`config.mk`:
```
export PLATFORM = sky130hd
export DESIGN_NAME = ca_prng_engine
export DESIGN_NICKNAME = d
export VERILOG_FILES = /design/src/rtl/ca_prng_engine.sv
export SDC_FILE = /design/constraint.sdc
export NUM_CORES = 1
export LEC_CHECK = 0
export CORE_UTILIZATION = 44
export CTS_BUF_LIST = sky130_fd_sc_hd__clkbuf_16
export DETAILED_ROUTE_END_ITERATION = 6
export GPL_TIMING_DRIVEN = 0
export PLACE_DENSITY = 0.71
export SKIP_LAST_GASP = 1
export SLEW_MARGIN = 20
export SYNTH_ARGS = -nofsm -noshare
export SYNTH_HDL_FRONTEND = slang
export SYNTH_SLANG_ARGS = --single-unit
```
`constraint.sdc`:
```
create_clock -name clk -period 1.9 [get_ports clk]
set_clock_uncertainty 0.1 [all_clocks]
set_input_delay 0.285 -clock clk [delete_from_list [all_inputs] [get_ports clk]]
set_output_delay 0.285 -clock clk [all_outputs]
set_load 0.05 [all_outputs]
```
`src/rtl/ca_prng_engine.sv`:
```
// Elementary cellular-automaton pseudo-random engine: a WIDTH-cell automaton
// driven by STEP/SEED/RUN/SET_RULE commands, with a held output window.
module ca_prng_engine #(
  parameter int WIDTH        = 64,
  parameter int OUT_W        = 4,
  parameter int OUT_LSB      = 29,
  parameter int RULE_DEFAULT = 110
) (
  input  logic               clk,
  input  logic               reset,
  input  logic               cmd_valid,
  input  logic [1:0]         cmd_op,
  input  logic [WIDTH-1:0]   cmd_data,
  input  logic               wrap_en,
  output logic               cmd_ready,
  output logic               out_valid,
  input  logic               out_ready,
  output logic [OUT_W-1:0]   out_data,
  output logic               busy,
  output logic               led_sig
);

  generate
    if (WIDTH < 3 || OUT_W < 1 || OUT_LSB < 0 || OUT_LSB + OUT_W > WIDTH) begin : g_bad_params
      $error("ca_prng_engine: illegal WIDTH/OUT_W/OUT_LSB combination");
    end
  endgenerate

  localparam logic [1:0] OP_STEP     = 2'b00;
  localparam logic [1:0] OP_SEED     = 2'b01;
  localparam logic [1:0] OP_RUN      = 2'b10;
  localparam logic [1:0] OP_SET_RULE = 2'b11;

  // Operand widened so the 16-bit run count and 8-bit rule exist for any WIDTH.
  localparam int CW = (WIDTH > 16) ? WIDTH : 16;

  typedef enum logic [1:0] {ST_IDLE, ST_RUN, ST_HOLD} state_t;

  state_t           state;
  logic [WIDTH-1:0] q;
  logic [WIDTH-1:0] nxt;
  logic [7:0]       rule;
  logic [15:0]      steps_left;
  logic [CW-1:0]    cmd_ext;
  logic [15:0]      run_n;
  logic [WIDTH+1:0] ext;

  assign cmd_ext   = CW'(cmd_data);
  assign run_n     = cmd_ext[15:0];
  assign cmd_ready = (state == ST_IDLE);

  // Cells padded with their boundary neighbours, so ext[i+:3] is {L,C,R} of cell i.
  always_comb begin
    ext = {wrap_en & q[0], q, wrap_en & q[WIDTH-1]};
    nxt = '0;
    for (int i = 0; i < WIDTH; i++) begin
      nxt[i] = rule[ext[i +: 3]];
    end
  end

  always_ff @(posedge clk) begin
    if (reset) begin
      state      <= ST_IDLE;
      q          <= '0;
      rule       <= 8'(RULE_DEFAULT);
      steps_left <= '0;
      out_valid  <= 1'b0;
      out_data   <= '0;
      busy       <= 1'b0;
      led_sig    <= 1'b0;
    end else begin
      case (state)
        ST_IDLE: begin
          if (cmd_valid) begin
            led_sig <= ~led_sig;
            case (cmd_op)
              OP_STEP: begin
                q         <= nxt;
                out_data  <= nxt[OUT_LSB +: OUT_W];
                out_valid <= 1'b1;
                state     <= ST_HOLD;
              end
              OP_SEED: q <= cmd_ext[WIDTH-1:0];
              OP_RUN: begin
                if (run_n == 16'd0) begin
                  out_data  <= q[OUT_LSB +: OUT_W];
                  out_valid <= 1'b1;
                  state     <= ST_HOLD;
                end else begin
                  steps_left <= run_n;
                  busy       <= 1'b1;
                  state      <= ST_RUN;
                end
              end
              OP_SET_RULE: rule <= cmd_ext[7:0];
              default: ;
            endcase
          end
        end
        ST_RUN: begin
          q          <= nxt;
          steps_left <= steps_left - 16'd1;
          if (steps_left == 16'd1) begin
            out_data  <= nxt[OUT_LSB +: OUT_W];
            out_valid <= 1'b1;
            busy      <= 1'b0;
            state     <= ST_HOLD;
          end
        end
        ST_HOLD: begin
          if (out_ready) begin
            out_valid <= 1'b0;
            state     <= ST_IDLE;
          end
        end
        default: state <= ST_IDLE;
      endcase
    end
  end

endmodule

```
Yosys cells after proc, flatten, opt, wreduce, memory -nomap -nowiden

Index checks and enable logic that the tools add are counted.

$add $sub $neg: 1
$mul: 0
Div/mod/pow operators: 0
$lt $le $gt $ge: 64
Equality and inequality tests: 14
Shift-type cells: 0
Muxes and demuxes: 157
Bitwise operators: 3
Reduce and logical (&&, ||, !) cells: 13

Operators with widths:

| operator              | number |
|---|---|
| $lt 3x4->1 const B    | 64 |
| $pmux 64 s2           | 2 |
| $bmux 1 s3            | 64 |
| $mux 1                | 72 |
| $mux 64               | 1 |
| $mux 16               | 3 |
| $pmux 16 s2           | 1 |
| $eq 16x1->1 const B   | 1 |
| $logic_not 16->1      | 1 |
| $pmux 4 s2            | 2 |
| $sub 16x1->16 const B | 1 |
| $mux 4                | 3 |
| $reduce_and 5->1      | 2 |
| $mux 2                | 4 |
| $ne 2x2->1 const B    | 4 |
| $reduce_and 4->1      | 2 |
| $eq 2x2->1 const B    | 3 |
| $ne 3x1->1 const B    | 2 |
| $pmux 2 s3            | 1 |
| $reduce_and 3->1      | 2 |
| $reduce_and 6->1      | 1 |
| $eq 2x1->1 const B    | 2 |
| $logic_not 2->1       | 2 |
| $pmux 1 s2            | 2 |
| other kinds (9)       | 10 |

Bits in registers: 97
Latch bits: 0
RAM bits: 0
ROM bits: 0
Logic and storage cells: 260
Memories kept: 0

Depth between registers and ports, before layout

Word-level depth: 6
Mapped depth: 8

Least setup slack after synthesis

OpenSTA, ideal clock, no wires.

Path kind: flip-flop to flip-flop
Start: register steps_left[7]
End: register steps_left[14]
Arrival: 1.728 ns
Path slack: -0.060 ns
Cell stages (with the launch flop): 7
Path buffers: 1
Path through: dfxtp_1 buf_6 or4_4 or3_1 o31a_1 o21ai_2 a21oi_1

Longest elaborated chain between the ends: 2

Ends and longest elaborated chain:

| what                   | RTL line | text |
|---|---|---|
| from (decl)            | 43       | `logic [15:0] steps_left;` |
| from (signal assigned) | 90       | `steps_left <= run_n;` |
| from (signal assigned) | 102      | `steps_left <= steps_left - 16'd1;` |
| $sub 16x1->16          | 102      |  |
| $pmux 16 s2            | 72       | `case (state)` |

No other way between the ends.
A chain may end at the register's enable or synchronous reset.

Worst setup path in the final report

Start: register steps_left[1]
End: register out_data[3]

Longest elaborated chain between the ends: 3

Ends and longest elaborated chain:

| what                              | RTL line | text |
|---|---|---|
| $eq 16x1->1                       | 103      | `if (steps_left == 16'd1) begin` |
| $ne 2x2->1 (no source line)       | -        |  |
| $reduce_and 5->1 (no source line) | -        |  |
| to (signal assigned)              | 79       | `out_data <= nxt[OUT_LSB +: OUT_W];` |
| to (signal assigned)              | 86       | `out_data <= q[OUT_LSB +: OUT_W];` |
| to (signal assigned)              | 104      | `out_data <= nxt[OUT_LSB +: OUT_W];` |
| to (decl)                         | 18       | `output logic [OUT_W-1:0] out_data,` |

No other way between the ends.

==> results.toml <==
[run_status]
status = "complete, but fails checks"
violations = "setup timing"

[sta]
clock.fmax_mhz = 505
rsz0062_at_grt = "true"
setup_ws_ns = -0.0793
setup_viol = 3
finalCritPeriodShare_pct = 104
slew-limit-headroom_pct = 55.1
fin_crit_ns = 1.98
slew_violations = 0
tightestPinTransition_ns = 0.674
hold_viol = 0

[power]
pwr-share-clk_pct = 26.4
p_per_area_nw_per_um2 = 680
max-vdd-ir-drop_uv = 445
internal-power_uw = 4770
switchingPower_uw = 2600
pwr-share-seq_pct = 36.0
power_frac_comb_pct = 37.6
switching_share_pct = 35.3
leakagePower_uw = 0.00379

[synth]
synth_ff_type = "dfxtp_1"
synth_cell_types = 56
synthesis.area_um2 = 8490
synth_area_leaders = "mux4_2 34%, dfxtp_1 23%, mux2i_1 8.0%"
syn_nets = 952
async_flop_share_pct = 0
synth_largest_area_cell = "mux4_2"
syn_inst = 879
syn_avg_cell_area_um2 = 9.66
ys_seq_area_share_pct = 22.9
synth_top_area_share_pct = 33.7
yosysWarnings = 0
ys_seq_elements = 97
synth_edf_count = 0

[setup_path]
cp.required_ns = 2.06
path_class = "flop to flop"
path_max_fanout = 6
worstPathArrival_ns = 2.14
critPathCaptureType = "flop"
cp-start-kind = "flop"

[final_layout]
drive_gt1_share_pct = 36.5
diodes = 0
nets = 1025
layoutNonFillerInstCount = 1217
fin_area_um2 = 10800
area_delta_synth_final_pct = 27.6
nFillCells = 1535

[clocking]
h-tree-depth = 3
clk_latency_ns = 0.37
root_buffer = "clkbuf_16"
cts_tree = "yes"
path_clk_slew_ns = 0.08
clockBufferDepth = 2
clock-sinks = 97
cts_buffers = 9

[drt]
final_antenna_net_count = 0
drt_iter0_markers = 915
drc = 0
viasPerCell = 6.70
wl_per_cell_um = 22.7
vias = 8158
wl_mm = 27.7
drtPass1Iterations = 7

[global_routing]
grt.overflow.total = 0
antenna_found_initial = 0
grt_pass1_wl_mm = 42.1
track_usage_pct = 27.4
first_global_vias = 7539
grt_max_degree = 17

[floorplanning]
die_h_um = 141
die_area_um2 = 19900
core_um2 = 18800
initial_core_util_pct = 45.1
num_rows = 50
pin_count = 79
die_width_um = 141

[placement]
port_buffers = 77
post_dp_cell_area_um2 = 9590
gp_congestion = 0.905
dp_hpwl_mm = 18.4
dp_cells = 1216
dp_slack_ns = -0.931

[run]
drv_cap = 0

[worst_hold_path]
hp-class = "primary input to flop"
[Yosys cell counts (all sizes together), types with 2 or more instances]
cell	instances
nor2	132
mux4	127
clkbuf	125
dfxtp	97
mux2i	68
nor3	66
a211oi	59
a21oi	33
nand2	32
buf	15
nand2b	13
nor4	11
nor2b	10
a211o	8
o21ai	8
nand3	7
inv	6
o211ai	6
a31oi	4
nand3b	4
o32ai	4
or4	4
a41oi	3
and3	3
nand4	3
o31a	3
o31ai	3
or3	3
a21o	2
ha	2
mux2	2
o21a	2
o311ai	2
or2	2
[worst max-delay path, stage by stage (launching register included)]
cell	delay, ns
dfxtp_1	0.36
inv_1	0.14
ha_1	0.17
nor4b_2	0.21
nand4_1	0.27
nor2_4	0.24
nor2_4	0.08
mux2_4	0.31
[power by group through the flow]
| stage | clock (uW) | combinational (uW) | sequential (uW) |
|---|---|---|---|
| 6_report | 1950 | 2770 | 2650 |
| 5_1_grt | 2040 | 2940 | 2700 |
| 4_1_cts | 1940 | 2590 | 2610 |
| 3_5_place_dp | 0 | 2670 | 2460 |
| 3_3_place_gp | 0 | 2620 | 2450 |
| 2_1_floorplan | 0 | 2010 | 2450 |
[flip-flops by register name, summed over array words and instances, names as in the netlist]
register / cells
q: 64
out_data: 4
steps_left: 16
rule: 8
out_valid: 1
state: 2
led_sig: 1
busy: 1
[routing by layer]
layer / GRT usage [%] / wire, um / vias to the layer above
met1: 37.6 / 10700 / 4009
met2: 42.3 / 12900 / 536
li1: - / - / 3515
met5: 0 / 0 / -
met3: 4.79 / 2770 / 98
met4: 13.0 / 1260 / 0
[what timing repair did]
item	in CTS	in global routing
hold buffers	0	0
resized for setup	204	152
setup buffers	8	11
setup endpoints to repair	102	89
pin swaps	19	46
cloned	0	2
[placed cells by master, fill, tap and decap left out, drive strengths merged, types with 4 or more instances in the layout]
master         count
dlygate4sd2       18
a21oi             33
dfxtp             97
o32ai              4
clkbuf            74
mux2i             68
inv                9
nand3              7
clkdlybuf4s50     52
a211o              8
nor3              66
nand2             32
nand2b            13
o21ai              8
mux4             127
or4                4
a211oi            59
nor2b             10
buf               60
nor2             132
a31oi              4
nor4              11
o211ai             6
dlymetal6s2s       6
nand3b             4
[logic make-up (layout without fill, tap and decap cells)]
| kind of cell | after synthesis | in the layout | share of synthesized area (%) |
|---|---|---|---|
| compound gates | 144 | 144 | 12.1 |
| mux | 197 | 197 | 42.0 |
| flops | 97 | 97 | 22.9 |
| buf+inv | 146 | 224 | 6.72 |
| simple gates | 292 | 292 | 15.9 |
| fa+ha+maj | 2 | 2 | 0.295 |
| xor+xnor | 1 | 1 | 0.103 |
[area by class of cell]
class                           count  area, um2  area share, %
Buffer                            104        932           8.60
Clock buffer                        9        225           2.08
Multi-Input combinational cell    636       6310           58.2
Inverter                            6       22.5          0.208
Clock inverter                      7       70.1          0.647
Tap cell                          260        325           3.00
Sequential cell                    97       1990           18.4
Timing Repair Buffer               98        956           8.82
[through the flow]
stage | setup TNS [ns] | util [%] | hold WS [ns] | total power, uW
5_1_grt | -0.886 | 57.5 | 0.352 | 7670
3_5_place_dp | -67.46 | 50.9 | 0.366 | 5130
2_1_floorplan | -0.0101 | - | 0.303 | 4450
3_3_place_gp | -68.80 | 50.9 | 0.355 | 5070
6_report | -0.113 | 57.5 | 0.332 | 7370
4_1_cts | -0.0458 | 55.1 | 0.338 | 7140
[final timing paths]
check	from	end	slack (ns)	cells after the start
setup reg to reg	steps_left[1]	out_data[3]	-0.08	7
hold / removal	cmd_data[5]	rule[5]	0.33	2
setup / recovery	steps_left[1]	out_data[3]	-0.08	7
hold reg to reg	steps_left[14]	steps_left[14]	0.37	2
Note: power is estimated with default switching activity, not from simulation.
